$ cat src/rtl/prog_loader.sv
// prog_loader -- framed byte-stream program loader for the pipelined core.
//
// Receives MAGIC, LEN_LO, LEN_HI, 4*N payload bytes and CSUM from a byte
// source and writes the N little-endian 32-bit words into instruction
// memory starting at word address 0. The core is held in reset until the
// whole image has been written and the 8-bit additive checksum matches.
//
// Handshake: rx_ready is always 1. A byte is transferred on every cycle
// where rx_valid && rx_ready is high at the rising clock edge.
//
// Ports:
//   clk, rst          clock, synchronous active-high reset
//   rx_data/valid     incoming byte stream
//   rx_ready          always high; the loader never stalls the source
//   imem_we           one-cycle write strobe per assembled word
//   imem_addr/wdata   write address/data, held while imem_we is low
//   core_rst_n        active-low core reset, released only on DONE
//   load_done         sticky: image loaded with a correct checksum
//   load_err          sticky: frame aborted (length, checksum or timeout)
module prog_loader #(
   parameter int          ADDR_WIDTH     = 12,
   parameter logic [7:0]  MAGIC          = 8'hA5,
   parameter int          TIMEOUT_CYCLES = 1000000
) (
   input  logic                  clk,
   input  logic                  rst,
   input  logic [7:0]            rx_data,
   input  logic                  rx_valid,
   output logic                  rx_ready,
   output logic                  imem_we,
   output logic [ADDR_WIDTH-1:0] imem_addr,
   output logic [31:0]           imem_wdata,
   output logic                  core_rst_n,
   output logic                  load_done,
   output logic                  load_err
);

   localparam logic [2:0] ST_IDLE  = 3'd0;
   localparam logic [2:0] ST_LEN0  = 3'd1;
   localparam logic [2:0] ST_LEN1  = 3'd2;
   localparam logic [2:0] ST_DATA  = 3'd3;
   localparam logic [2:0] ST_CSUM  = 3'd4;
   localparam logic [2:0] ST_DONE  = 3'd5;
   localparam logic [2:0] ST_ERROR = 3'd6;

   localparam int          TW       = $clog2(TIMEOUT_CYCLES + 1);
   localparam logic [TW-1:0] TO_MAX = TW'(TIMEOUT_CYCLES);
   localparam logic [31:0] CAPACITY = 32'd1 << ADDR_WIDTH;

   logic [2:0]            state_q, state_d;
   logic [15:0]           len_q, len_d;
   logic [ADDR_WIDTH:0]   word_cnt_q, word_cnt_d;
   logic [1:0]            byte_idx_q, byte_idx_d;
   logic [31:0]           asm_q, asm_d;
   logic [7:0]            csum_q, csum_d;
   logic [TW-1:0]         timer_q, timer_d;
   logic                  imem_we_q, imem_we_d;
   logic [ADDR_WIDTH-1:0] imem_addr_q, imem_addr_d;
   logic [31:0]           imem_wdata_q, imem_wdata_d;
   logic                  core_rst_n_q, core_rst_n_d;
   logic                  load_done_q, load_done_d;
   logic                  load_err_q, load_err_d;

   logic                  fire;
   logic                  is_magic;
   logic [15:0]           len_full;
   logic [31:0]           word_shift;
   logic                  in_frame;

   assign rx_ready   = 1'b1;
   assign fire       = rx_valid;
   assign is_magic   = (rx_data == MAGIC);
   assign len_full   = {rx_data, len_q[7:0]};
   // Bytes arrive LSB first, so shift in from the top: after four bytes
   // byte 0 sits in bits 7:0.
   assign word_shift = {rx_data, asm_q[31:8]};
   assign in_frame   = (state_q == ST_LEN0) || (state_q == ST_LEN1) ||
                       (state_q == ST_DATA) || (state_q == ST_CSUM);

   always_comb begin
      state_d      = state_q;
      len_d        = len_q;
      word_cnt_d   = word_cnt_q;
      byte_idx_d   = byte_idx_q;
      asm_d        = asm_q;
      csum_d       = csum_q;
      timer_d      = timer_q;
      imem_we_d    = 1'b0;
      imem_addr_d  = imem_addr_q;
      imem_wdata_d = imem_wdata_q;
      core_rst_n_d = core_rst_n_q;
      load_done_d  = load_done_q;
      load_err_d   = load_err_q;

      case (state_q)
         ST_IDLE, ST_DONE, ST_ERROR: begin
            // Frame start: clear status, hold the core in reset again.
            if (fire && is_magic) begin
               state_d      = ST_LEN0;
               csum_d       = 8'h00;
               timer_d      = '0;
               word_cnt_d   = '0;
               byte_idx_d   = 2'd0;
               load_done_d  = 1'b0;
               load_err_d   = 1'b0;
               core_rst_n_d = 1'b0;
            end
         end
         ST_LEN0: begin
            if (fire) begin
               len_d[7:0] = rx_data;
               state_d    = ST_LEN1;
            end
         end
         ST_LEN1: begin
            if (fire) begin
               len_d      = len_full;
               word_cnt_d = '0;
               byte_idx_d = 2'd0;
               // Rejecting oversize images here is what keeps the word
               // counter from ever wrapping.
               if ({16'h0000, len_full} > CAPACITY) begin
                  state_d    = ST_ERROR;
                  load_err_d = 1'b1;
               end else if (len_full == 16'h0000) begin
                  state_d = ST_CSUM;
               end else begin
                  state_d = ST_DATA;
               end
            end
         end
         ST_DATA: begin
            if (fire) begin
               asm_d      = word_shift;
               csum_d     = csum_q + rx_data;
               byte_idx_d = byte_idx_q + 2'd1;
               if (byte_idx_q == 2'd3) begin
                  imem_we_d    = 1'b1;
                  imem_addr_d  = word_cnt_q[ADDR_WIDTH-1:0];
                  imem_wdata_d = word_shift;
                  word_cnt_d   = word_cnt_q + 1'b1;
                  if (32'(word_cnt_q) + 32'd1 == 32'(len_q)) begin
                     state_d = ST_CSUM;
                  end
               end
            end
         end
         ST_CSUM: begin
            if (fire) begin
               if (rx_data == csum_q) begin
                  state_d      = ST_DONE;
                  load_done_d  = 1'b1;
                  core_rst_n_d = 1'b1;
               end else begin
                  state_d    = ST_ERROR;
                  load_err_d = 1'b1;
               end
            end
         end
         default: begin
            state_d = ST_IDLE;
         end
      endcase

      // Inter-byte idle timer inside a frame. Only idle cycles reach the
      // abort path, so a partial word is never written.
      if (in_frame) begin
         if (fire) begin
            timer_d = '0;
         end else begin
            timer_d = timer_q + 1'b1;
            if (timer_q + 1'b1 == TO_MAX) begin
               state_d      = ST_ERROR;
               load_err_d   = 1'b1;
               core_rst_n_d = 1'b0;
            end
         end
      end
   end

   always_ff @(posedge clk) begin
      if (rst) begin
         state_q      <= ST_IDLE;
         len_q        <= '0;
         word_cnt_q   <= '0;
         byte_idx_q   <= 2'd0;
         asm_q        <= '0;
         csum_q       <= 8'h00;
         timer_q      <= '0;
         imem_we_q    <= 1'b0;
         imem_addr_q  <= '0;
         imem_wdata_q <= '0;
         core_rst_n_q <= 1'b0;
         load_done_q  <= 1'b0;
         load_err_q   <= 1'b0;
      end else begin
         state_q      <= state_d;
         len_q        <= len_d;
         word_cnt_q   <= word_cnt_d;
         byte_idx_q   <= byte_idx_d;
         asm_q        <= asm_d;
         csum_q       <= csum_d;
         timer_q      <= timer_d;
         imem_we_q    <= imem_we_d;
         imem_addr_q  <= imem_addr_d;
         imem_wdata_q <= imem_wdata_d;
         core_rst_n_q <= core_rst_n_d;
         load_done_q  <= load_done_d;
         load_err_q   <= load_err_d;
      end
   end

   assign imem_we    = imem_we_q;
   assign imem_addr  = imem_addr_q;
   assign imem_wdata = imem_wdata_q;
   assign core_rst_n = core_rst_n_q;
   assign load_done  = load_done_q;
   assign load_err   = load_err_q;

endmodule

$ cat config.mk
export PLATFORM = sky130hd
export DESIGN_NAME = prog_loader
export DESIGN_NICKNAME = d
export VERILOG_FILES = /design/src/rtl/prog_loader.sv
export SDC_FILE = /design/constraint.sdc
export NUM_CORES = 1
export LEC_CHECK = 0
export ABC_AREA = 1
export CAP_MARGIN = 20
export CORE_MARGIN = 2
export CORE_UTILIZATION = 30
export DETAILED_ROUTE_END_ITERATION = 10
export PLACE_DENSITY_LB_ADDON = 0.2
export SYNTH_ARGS = -nofsm -noshare
export SYNTH_HDL_FRONTEND = slang
export SYNTH_SLANG_ARGS = --single-unit
$ cat constraint.sdc
create_clock -name clk -period 6.5 [get_ports clk]
set_clock_uncertainty 0.05 [all_clocks]
set_input_delay 1.95 -clock clk [delete_from_list [all_inputs] [get_ports clk]]
set_output_delay 1.95 -clock clk [all_outputs]
set_load 0.02 [all_outputs]
# Word level (Yosys, flattened, before mapping)

Index checks and enable logic that the tools add are counted.

Register bits after elaboration: 142
Output and inout port bits: 49
Word-level logic and storage cells: 115

Add/subtract/negate cells: 5
Order comparisons: 1
Eq/ne operators: 17
Multiplexer cells: 53
Bitwise logic cells: 3
Reductions and logical operators: 22

Operators by type and width:

| cell                                                            | number |
|---|---|
| 2-to-1 mux 20 bit                                               | 4 |
| 2-to-1 mux 13 bit                                               | 4 |
| case mux 13 bit (3 select lines)                                | 1 |
| 2-to-1 mux 3 bit                                                | 12 |
| case mux 8 bit (2 select lines)                                 | 2 |
| 2-to-1 mux 8 bit                                                | 3 |
| adder 20 x 1 -> 20 bit, second input constant                   | 1 |
| == test 20 bit, second input constant                           | 1 |
| 2-to-1 mux 1 bit                                                | 18 |
| == test 14 x 16 -> 1 bit                                        | 1 |
| greater-than comparator 16 x 13 -> 1 bit, second input constant | 1 |
| logical NOT 16 bit                                              | 1 |
| case mux 3 bit (5 select lines)                                 | 1 |
| adder 13 x 1 -> 14 bit, second input constant                   | 1 |
| adder 13 x 1 -> 13 bit, second input constant                   | 1 |
| == test 3 bit, second input constant                            | 3 |
| AND reduction 3 bit                                             | 3 |
| adder 8 bit                                                     | 1 |
| == test 8 bit                                                   | 1 |
| == test 8 bit, second input constant                            | 1 |
| 2-to-1 mux 2 bit                                                | 4 |
| inequality test 2 bit, second input constant                    | 4 |
| AND reduction 4 bit                                             | 2 |
| nonzero test 2 bit                                              | 4 |
| 16 further kinds                                                | 26 |

# Depth between registers and ports, before layout

Gate-level depths: netlist of the first run.

Word-level depth: 9
Depth in mapped cells: 15
Gate-level depth less buffers: 15

# Worst setup path before layout of the first run

OpenSTA, ideal clock, no wires.

Path kind: input -> register
From: input port rx_data[0]
To: register csum_q[6]
Setup time: 0.070 ns
Arrival time: 3.275 ns
Path slack: 3.105 ns
Stages: 11
Path through: ha_1 fa_1 a21oi_1 o21ai_0 nand2_1 nand2_1 a21oi_1 nor2_1 nor2_1 nand2_1 a21oi_1

Longest elaborated chain between the ends: 4

Ends and longest elaborated chain:

| item                                                                | RTL line | text |
|---|---|---|
| start: declaration                                                  | 27       | `input logic [7:0] rx_data,` |
| parallel branches: the longest is 4 deep, another holds adder 8 bit | n/a      |  |
| end signal: assignment                                              | 202      | `csum_q <= csum_d;` |
| end: declaration                                                    | 55       | `logic [7:0] csum_q, csum_d;` |

Several ways; the timed one is not identified. The select of a mux whose other input is x is not followed.
A chain may end at the register's enable or synchronous reset.

# Final worst setup path of the first run

From: input port rx_valid
To: register imem_wdata_q[15] (netlist: imem_wdata[15])

Longest elaborated chain between the ends: 1

Ends and longest elaborated chain:

| item                                 | RTL line | text |
|---|---|---|
| start: declaration                   | 28       | `input logic rx_valid,` |
| AND reduction 3 bit (no source line) | n/a      |  |
| end signal: assignment               | 206      | `imem_wdata_q <= imem_wdata_d;` |
| end: declaration                     | 59       | `logic [31:0] imem_wdata_q, imem_wdata_d;` |

Every way passes these cells.

==> results of run 1 <==
## placed cells by master, fill, tap and decap left out, types with 5 or more instances in the layout
cell             Yosys  final
ha_1                10     10
nor2_4               5      5
o21ai_0             86     86
xor2_1               6      6
o21ai_2             12     12
nor2_1              79     79
nor3_1               6      6
nand2_1            202    202
inv_2                7      8
a21oi_1            109    109
nor2_2               7      7
inv_6                0      7
dfxtp_1            134    134
inv_1               98     97
nand4_1              8      8
clkbuf_16            0     17
nand2_2              6      6
nand3_1             87     87
clkdlybuf4s50_1      0     57
## worst max-delay path by stage
stage | startpoint | end
after floorplan | rx_data[0] | csum_q[6]
after global placement | rx_valid | imem_wdata[19]
after detailed placement | rx_valid | imem_wdata[15]
after CTS | rx_valid | imem_wdata[15]
after global routing | rx_valid | imem_wdata[9]
final | rx_valid | imem_wdata[15]
## sequential cells by signal, summed over array words and instances, names as in the netlist
register,count
len_q,16
imem_addr,12
load_done,1
word_cnt_q,13
imem_we,1
load_err,1
state_q,3
timer_q,20
csum_q,8
byte_idx_q,2
asm_q,24
core_rst_n,1
imem_wdata,32
## layout make-up
cell class                 count  area, sq um
clock buffer                  19        452.9
clock inverter                13        178.9
fill                        2336        13710
inverter                     108        407.9
multi-input combinational    658         3309
sequential                   134         2683
tap                          280        350.3
timing repair buffer          61        598.1
## per-stage QoR
| stage | instance area (sq um) | hold slack (ns) | setup WS [ns] |
|---|---|---|---|
| finish | 7980 | 0.4009 | 1.971 |
| global route | 7980 | 0.4221 | 1.604 |
| CTS | 7980 | 0.4046 | 1.943 |
| detailed placement | 7348 | 0.3891 | 1.480 |
| global placement | 7348 | 0.3801 | 1.552 |
| floorplan | 6591 | 0.3705 | 3.105 |
## Yosys cell counts (5+ instances only)
| cell | number | area [sq um] |
|---|---|---|
| a21oi_1 | 109 | 545.5 |
| buf_2 | 17 | 85.08 |
| clkbuf_1 | 17 | 63.81 |
| dfxtp_1 | 134 | 2683 |
| ha_1 | 10 | 125.1 |
| inv_1 | 98 | 367.9 |
| inv_2 | 7 | 26.28 |
| nand2_1 | 202 | 758.2 |
| nand2_2 | 6 | 37.54 |
| nand3_1 | 87 | 435.4 |
| nand4_1 | 8 | 50.05 |
| nor2_1 | 79 | 296.5 |
| nor2_2 | 7 | 43.79 |
| nor2_4 | 5 | 56.30 |
| nor3_1 | 6 | 30.03 |
| o21ai_0 | 86 | 430.4 |
| o21ai_2 | 12 | 105.1 |
| xor2_1 | 6 | 52.55 |
## cells by family (layout without fill, tap and decap cells)
logic type / Yosys count / count (layout) / share of synthesized area
simple gates: 418 / 418 / 0.2851
compound gates: 217 / 217 / 0.1763
buf+inv: 148 / 201 / 0.09093
flops: 134 / 134 / 0.4070
fa+ha+maj: 11 / 11 / 0.02202
xor+xnor: 11 / 11 / 0.01803
other cells: 1 / 1 / 0.0005689
## worst min-delay path: cells and delay by family (launching register included)
family	cells	cell delay, ns
AOI/OAI and AO/OA	1	0.05
buffers and inverters	1	0.04
DFF	1	0.31
## metal layers
layer / vias to the layer above / global-route usage / share of wire
li1: 3158 / - / -
met1: 2699 / 0.2226 / 0.52
met2: 112 / 0.2314 / 0.43
met3: 12 / 0.02844 / 0.037
met4: 0 / 0.04851 / 0.011
met5: - / 0 / 0
## power by group through the flow
| stage | clock network [mW] | logic, mW | registers [mW] |
|---|---|---|---|
| 6_report | 1.03 | 0.384 | 0.889 |
| 3_5_place_dp | 0 | 0.387 | 0.906 |
| 3_3_place_gp | 0 | 0.386 | 0.906 |
| 4_1_cts | 1.06 | 0.388 | 0.888 |
| 2_1_floorplan | 0 | 0.312 | 0.893 |
| 5_1_grt | 1.10 | 0.439 | 0.893 |
==> results.md, run 1 <==
* Starting density of the core at 0.3039
* Initial antenna violation count at 0
* Clock share of power at 0.448
* Post-CTS Hold Fix Bufs at 0
* Fraction of registers with async set/reset at 0
* First-pass GRT wire length at 29260 um
* Core footprint at 0.02169 sq mm
* Cell depth of the worst hold path at 2
* Worst min-delay path class: reg2reg
* Full die area at 0.02317 sq mm
* Chip width at 152.2 um
* Drc violations at 0
* Layout cell share with drive strength beyond 1 at 0.08459
* Synth Register Bits at 134
* Sw Ratio at 0.3069
* CTS max path bufs at 2
* Buffers on Ports at 58
* Top-Level Pins at 60
* P_int at 1.598 mW
* Period minus WS final at 4.529 ns
* Dpl hpwl at 12150 um
* Slew Limit Fails at 0
* Cells after DPL at 1241
* Slowest cell on the critical path: clkdlybuf4s50_1
* GRT Overall Usage at 0.1538
* RSZ-0062 raised after global routing: false
* Worst R2R Start: state_q[2]
* Pin count of the biggest net entering global routing at 89
* # H-tree levels at 4
* Power Density at 288.9 mW/mm^2
* Flop2flop setup slack at 3.67 ns
* Vias in the first global route at 5662
* Drt via density at 4.698
* Endpoints failing setup at 0
* CP top delay family: buffers and inverters
* Post-CTS Setup Repair Bufs at 0
* Cell area after synthesis at 0.006591 sq mm
* Worst EP required at 6.80 ns
* RR Endpoint: imem_wdata[15]
* Final Non-Filler Cells at 1273
* Critical Path Start Type: input port
* Hold Startpoint: asm_q[15]
* Buf/Inv on CP at 6
* Outcome: finished clean
* Post-synthesis net count at 962
* Synth warnings at 0
* Final nets at 1002
* Worst Setup End Kind: flop
* Number of flops mapped to enable cells by yosys at 0
* Max frequency at 220.8 MHz
* Cell Chain, Critical Path: clkdlybuf4s50_1 -> inv_1 -> nor2_4 -> buf_4 -> inv_2 -> nor2_8 -> inv_4 -> nor2_8 -> inv_2 -> o21ai_0
* Maximum vdd drop at 0.0001844 V
* GP Congestion at 0.8050
* Worst Reg-to-Reg Cells at 10
* CTS tree: built
* Worst-Margin Slew at 0.8212 ns
* Root Buffer: clkbuf_16
* Arrival time at the worst endpoint at 4.83 ns
* Iter 0 DRT Violations at 363
* Power, Total at 2.306 mW
* Seq/Total Area, Yosys at 0.4070
* Maxcap violations at 0
* Combinational Power Share at 0.167
* Worst min-delay path endpoint: imem_wdata[7]
* Clock transition at path regs at 0.07 ns
* CTS Buf Count at 17
* Max incr delay on CP at 0.73 ns
* TNS Setup at 0 ns
* Antenna viol nets, final at 0
* Worst path depth at 10
* Predominant post-synthesis flop cell: dfxtp_1
* # diodes at 0
* Syn Area/Cell at 7.012 sq um
* Syn Inst Count at 940
* Area growth syn-to-layout at 21.07%
* Final wirelength at 17420 um
* Final Hold Fails at 0
* Num rows at 54
* Total grt overflow at 0
* Die Ht at 152.2 um
* Worst-skew pair later-pin latency at 0.42 ns
* Switching power total at 707.6 uW
* Leak at 3.115 nW
* Distinct cells, synth at 45
* Resize count post-CTS at 0
* Critical path class: in2reg
* DRT Pass-1 Iters at 5
* Crit path max fanout at 49
* Slew HR at 0.4526
* Vias at 5981
* Final cycle utilization of the critical path at 0.6968
* Final Util at 0.3679
* Flop pwr share at 0.385
* Routed WL per cell at 13.69 um
* Clock Sinks at 134
Power figures use the tool's default switching activity.
==> inputs of run 2 (changes only) <==
==> constraint.sdc (replaced) <==
create_clock -name clk -period 4.1 [get_ports clk]
set_clock_uncertainty 0.05 [all_clocks]
set_input_delay 1.23 -clock clk [delete_from_list [all_inputs] [get_ports clk]]
set_output_delay 1.23 -clock clk [all_outputs]
set_load 0.02 [all_outputs]
==> results.md, run 2 (synthesized netlist as in run 1, its figures left out) <==
* Iter 0 DRT Violations at 303 (-17%)
* CP startpoint: rx_data[5]
* Buffers on Ports at 58 (unchanged)
* Final nets at 1006 (+0.40%)
* Post-CTS Setup Repair Bufs at 0 (unchanged)
* RSZ-0062 raised after global routing: false
* Flop pwr share at 0.405 (+0.020)
* # H-tree levels at 4 (unchanged)
* Endpoints failing setup at 0 (unchanged)
* Drc violations at 0 (unchanged)
* Largest register FFs at 32 (unchanged)
* DRT Pass-1 Iters at 5 (unchanged)
* Total grt overflow at 0 (unchanged)
* CTS max path bufs at 2 (unchanged)
* Area growth syn-to-layout at 20.52%
* Num rows at 54 (unchanged)
* Post-CTS Hold Fix Bufs at 0 (unchanged)
* P_int at 2.373 mW (+48%)
* Slowest cell on the critical path: clkdlybuf4s50_1
* Most frequent cells in the layout: nand2_1, dfxtp_1, a21oi_1, inv_1, nand3_1
* Hold Startpoint: asm_q[15]
* Buf/Inv on CP at 3 (-3)
* Vias in the first global route at 5605 (-1.0%)
* Final wirelength at 17560 um (+0.75%)
* Dpl hpwl at 12300 um (+1.3%)
* CP top delay family: buffers and inverters
* Cell Chain, Critical Path: clkdlybuf4s50_1 -> inv_1 -> nor4_2 -> nand3_1 -> nand2_2 -> nand3_4 -> a21oi_4 -> inv_2 -> nand2_1 -> a21oi_1
* Outcome: finished clean
* Full die area at 0.02317 sq mm (unchanged)
* Worst setup margin at 0.9658 ns (-1.005 ns)
* Critical Path Start Type: input port
* Core footprint at 0.02169 sq mm (unchanged)
* Worst-Margin Slew at 0.6586 ns (-0.1626 ns)
* Clock transition at path regs at 0.06 ns (about the same)
* Worst EP required at 4.33 ns (-2.47 ns)
* CTS tree: built
* GP Congestion at 0.8348 (+3.7%)
* Arrival time at the worst endpoint at 3.37 ns (-1.46 ns)
* Worst Setup End Kind: flop
* # diodes at 0 (unchanged)
* Cell depth of the worst hold path at 2 (unchanged)
* Worst min-delay path class: reg2reg
* First-pass GRT wire length at 28680 um (-2.0%)
* Clock share of power at 0.417 (-0.031)
* Resize count post-CTS at 0 (unchanged)
* Initial antenna violation count at 0 (unchanged)
* Worst min-delay path endpoint: imem_wdata[7]
* Worst Reg-to-Reg Cells at 7 (-3)
* Routed WL per cell at 13.76 um (+0.51%)
* Period minus WS final at 3.134 ns
* Maxcap violations at 0 (unchanged)
* Layout cell share with drive strength beyond 1 at 0.08635 (+0.001753)
* GRT Overall Usage at 0.1520 (-0.001859)
* Slew HR at 0.5605 (+0.1079)
* Most common cell after layout, fill and taps aside: nand2_1
* RR Endpoint: word_cnt_q[1]
* Clock Sinks at 134 (unchanged)
* Critical path class: in2reg
* Chip width at 152.2 um (unchanged)
* Worst R2R Start: state_q[2]
* Vias at 5966 (-0.25%)
* Sw Ratio at 0.3180 (+0.01119)
* Switching power total at 1.107 mW (+56%)
* Starting density of the core at 0.3039 (unchanged)
* CTS Buf Count at 17 (unchanged)
* Fill cells at 2324 (-0.51%)
* Power, Total at 3.480 mW (+51%)
* Root Buffer: clkbuf_16
* Max incr delay on CP at 0.58 ns (-0.15 ns)
* Max frequency at 319.1 MHz
* Drt via density at 4.676 (-0.49%)
* Worst-skew pair later-pin latency at 0.43 ns (about the same)
* Leak at 3.096 nW (-0.60%)
* TNS Setup at 0 ns (unchanged)
* Placement Setup Slack at 0.5080 ns (-0.9722 ns)
* Flop2flop setup slack at 1.88 ns (-1.79 ns)
* Final cycle utilization of the critical path at 0.7644
* Maximum vdd drop at 0.0003161 V (+71%)
* Power Density at 438.0 mW/mm^2 (+52%)
* Antenna viol nets, final at 0 (unchanged)
* Final Hold Fails at 0 (unchanged)
* Pin count of the biggest net entering global routing at 59 (-34%)
* Combinational Power Share at 0.178 (+0.011)
* Slew Limit Fails at 0 (unchanged)
* Top-Level Pins at 60 (unchanged)
* Die Ht at 152.2 um (unchanged)
* Crit path max fanout at 17 (-65%)
## run 2: changes by cell type in the layout (fill, tap and decap cells not counted)
cell	before	now
buf_12	0	1
buf_4	3	6
bufinv_16	3	1
clkbuf_1	0	1
clkbuf_8	2	0
clkinv_2	0	2
clkinv_4	1	2
clkinvlp_4	1	3
inv_6	7	5
inv_8	1	0
## run 2: worst reg2reg max path: cells and delay by family (launching register included)
kind,cells,cell delay (ns)
flip-flops,1,0.55
buffers and inverters,2,0.52
AO/OA/AOI/OAI,2,0.56
AND/OR/NAND/NOR,3,0.41
## run 2: stage by stage
| stage | hold WS, ns | cells | instance area (sq um) | util |
|---|---|---|---|---|
| CTS | 0.3935 | 1276 | 7944 | 0.3663 |
| global placement | 0.3830 | 1245 | 7391 | 0.3408 |
| floorplan | 0.3705 | 940 | 6591 | - |
| global route | 0.4102 | 1276 | 7944 | 0.3663 |
| detailed placement | 0.3826 | 1245 | 7391 | 0.3408 |
| finish | 0.3909 | 1276 | 7944 | 0.3663 |
## run 2: power by group through the flow
stage,logic [mW],clock network [mW],registers [mW]
CTS,0.626,1.49,1.41
floorplan,0.494,0,1.42
detailed placement,0.622,0,1.44
global route,0.708,1.54,1.42
finish,0.619,1.45,1.41
global placement,0.621,0,1.44
## run 2: per-layer routing
| metal | GRT usage | up-vias | wire length, um |
|---|---|---|---|
| li1 | - | 3157 | - |
| met1 | 0.2121 | 2706 | 9058 |
| met2 | 0.2370 | 88 | 7732 |
| met3 | 0.03214 | 15 | 567 |
| met4 | 0.04361 | 0 | 197 |
| met5 | 0 | - | 0 |
## run 2: worst max path at each step
| stage | endpoint | depth (start not counted) | slack, ns |
|---|---|---|---|
| global placement | word_cnt_q[10] | 10 | 0.53 |
| CTS | word_cnt_q[1] | 10 | 0.95 |
| detailed placement | word_cnt_q[7] | 10 | 0.51 |
| finish | word_cnt_q[1] | 10 | 0.97 |
| global route | word_cnt_q[6] | 10 | 0.74 |
| floorplan | csum_q[6] | 11 | 1.42 |
## run 2: cell type report
cell class	instances	area, sq um	area share
inverters	108	407.9	0.05135
well taps	280	350.3	0.04410
repair buffers	65	640.6	0.08064
clock inverters	13	123.9	0.01559
clock buffers	18	429.2	0.05402
multi-input cells	658	3309	0.4166
flip-flops and latches	134	2683	0.3377
==> inputs of run 3 (changes only) <==
==> constraint.sdc (replaced) <==
create_clock -name clk -period 2.6 [get_ports clk]
set_clock_uncertainty 0.05 [all_clocks]
set_input_delay 0.78 -clock clk [delete_from_list [all_inputs] [get_ports clk]]
set_output_delay 0.78 -clock clk [all_outputs]
set_load 0.02 [all_outputs]
==> results.md, run 3 (synthesized netlist as in run 1, its figures left out) <==
* CTS tree: built
* Multi-input logic area at 0.003309 sq mm (unchanged)
* Drt via density at 4.616 (-1.3%)
* Maxcap violations at 0 (unchanged)
* Starting density of the core at 0.3039 (unchanged)
* Final cycle utilization of the critical path at 0.9184
* GRT Overall Usage at 0.1541 (+0.002091)
* P_int at 3.928 mW (+66%)
* Root Buffer: clkbuf_16
* Clock share of power at 0.409 (-0.008)
* Dpl hpwl at 12530 um (+1.9%)
* Maximum vdd drop at 0.0004586 V (+45%)
* Worst EP required at 2.90 ns (-1.43 ns)
* Die Ht at 152.2 um (unchanged)
* Sw Ratio at 0.3166 (-0.001462)
* Critical Path Start Type: input port
* Antenna viol nets, final at 0 (unchanged)
* Slew Limit Fails at 0 (unchanged)
* Arrival time at the worst endpoint at 2.69 ns (-0.68 ns)
* Clock transition at path regs at 0.07 ns (about the same)
* CTS max path bufs at 2 (unchanged)
* Iter 0 DRT Violations at 356 (+17%)
* Initial antenna violation count at 0 (unchanged)
* Critical path class: in2reg
* First-pass GRT wire length at 29200 um (+1.8%)
* RSZ-0062 raised after global routing: false
* Drc violations at 0 (unchanged)
* Worst Setup End Kind: flop
* Area growth syn-to-layout at 25.25%
* DRT Pass-1 Iters at 5 (unchanged)
* Cells after DPL at 1282 (+3.0%)
* Pin count of the biggest net entering global routing at 62 (+5.1%)
* Chip width at 152.2 um (unchanged)
* Endpoints failing setup at 0 (unchanged)
* Storage cell area at 0.002683 sq mm (unchanged)
* Placement Setup Slack at -0.2030 ns (-0.7110 ns)
* Leak at 3.293 nW (+6.3%)
* Largest register FFs at 32 (unchanged)
* Clock Sinks at 134 (unchanged)
* # diodes at 0 (unchanged)
* Most common cell after layout, fill and taps aside: nand2_1
* Power Density at 696.1 mW/mm^2 (+59%)
* Num rows at 54 (unchanged)
* Crit path max fanout at 8 (-9)
* Switching power total at 1.819 mW (+64%)
* Flop pwr share at 0.385 (-0.020)
* Full die area at 0.02317 sq mm (unchanged)
* Buffers on Ports at 58 (unchanged)
* Final Hold Fails at 0 (unchanged)
* Fill cells at 2296 (-1.2%)
* Worst setup margin at 0.2122 ns (-0.7536 ns)
* Worst-skew pair later-pin latency at 0.42 ns (about the same)
* Layout cell share with drive strength beyond 1 at 0.1190 (+0.03261)
* Vias in the first global route at 5748 (+2.6%)
* Vias at 6065 (+1.7%)
* Most frequent cells in the layout: nand2_1, dfxtp_1, a21oi_1, inv_1, nand3_1
* CTS Buf Count at 17 (unchanged)
* GP Congestion at 0.8368 (+0.24%)
* Resize count post-CTS at 0 (unchanged)
* Core footprint at 0.02169 sq mm (unchanged)
* Routed WL per cell at 13.20 um (-4.0%)
* Total grt overflow at 0 (unchanged)
* Post-CTS Setup Repair Bufs at 0 (unchanged)
* Worst min-delay path class: reg2reg
* Final Non-Filler Cells at 1314 (+3.0%)
* Final nets at 1043 (+3.7%)
* Final wirelength at 17350 um (-1.2%)
* Top-Level Pins at 60 (unchanged)
* Combinational Power Share at 0.206 (+0.028)
* Period minus WS final at 2.388 ns
* Outcome: finished clean
* # H-tree levels at 4 (unchanged)
* Max frequency at 418.8 MHz
* Post-CTS Hold Fix Bufs at 0 (unchanged)
## run 3: cell types whose count changed in the layout (fill, tap and decap cells not counted)
cell / change
clkinv_2: -2
inv_6: -3
clkinv_4: +4
buf_4: +36
clkinvlp_4: -2
inv_8: +3
buf_12: +1
clkbuf_1: +1
## run 3: final timing paths
kind / start / endpoint / slack (ns) / cells after the start
max: rx_data[5] / word_cnt_q[6] / 0.21 / 10
min: asm_q[15] / imem_wdata[7] / 0.40 / 2
max reg2reg: timer_q[1] / state_q[0] / 0.46 / 12
min reg2reg: asm_q[15] / imem_wdata[7] / 0.40 / 2
## run 3: worst max-delay path, stage by stage
cell	delay (ns)
clkdlybuf4s50_1	0.53
inv_1	0.13
nor4_2	0.22
nand3_1	0.15
nand2_2	0.13
nand3_4	0.08
a21oi_4	0.25
buf_4	0.20
nand3_1	0.07
a21oi_1	0.13
## run 3: area by class of cell
type / instances / area share
multi-input cells: 658 / 0.4009
flip-flops and latches: 134 / 0.3249
repair buffers: 102 / 0.1128
clock buffers: 19 / 0.05244
inverters: 108 / 0.04941
well taps: 280 / 0.04244
clock inverters: 13 / 0.01713
## run 3: power by group through the flow
stage	logic, mW	clock network (mW)	registers (mW)
floorplan	0.779	0	2.23
global placement	1.19	0	2.26
detailed placement	1.19	0	2.26
CTS	1.19	2.41	2.21
global route	1.34	2.51	2.23
finish	1.18	2.35	2.21
## run 3: metal layers
layer	GRT usage	up-vias	wire length, um
met5	0	-	0
met4	0.04139	0	167
met3	0.03498	13	661
met2	0.2377	108	7608
met1	0.2169	2711	8914
li1	-	3233	-
## run 3: stage by stage
step           total power, mW  cell area [sq um]  utilization  setup TNS, ns  hold slack [ns]
2_1_floorplan            3.012               6591            -              0           0.3705
3_3_place_gp             3.454               7681       0.3542         -5.218           0.3828
3_5_place_dp             3.449               7681       0.3542         -6.102           0.3924
4_1_cts                  5.818               8255       0.3806              0           0.4027
5_1_grt                  6.081               8255       0.3806              0           0.4343
6_report                 5.747               8255       0.3806              0           0.4012
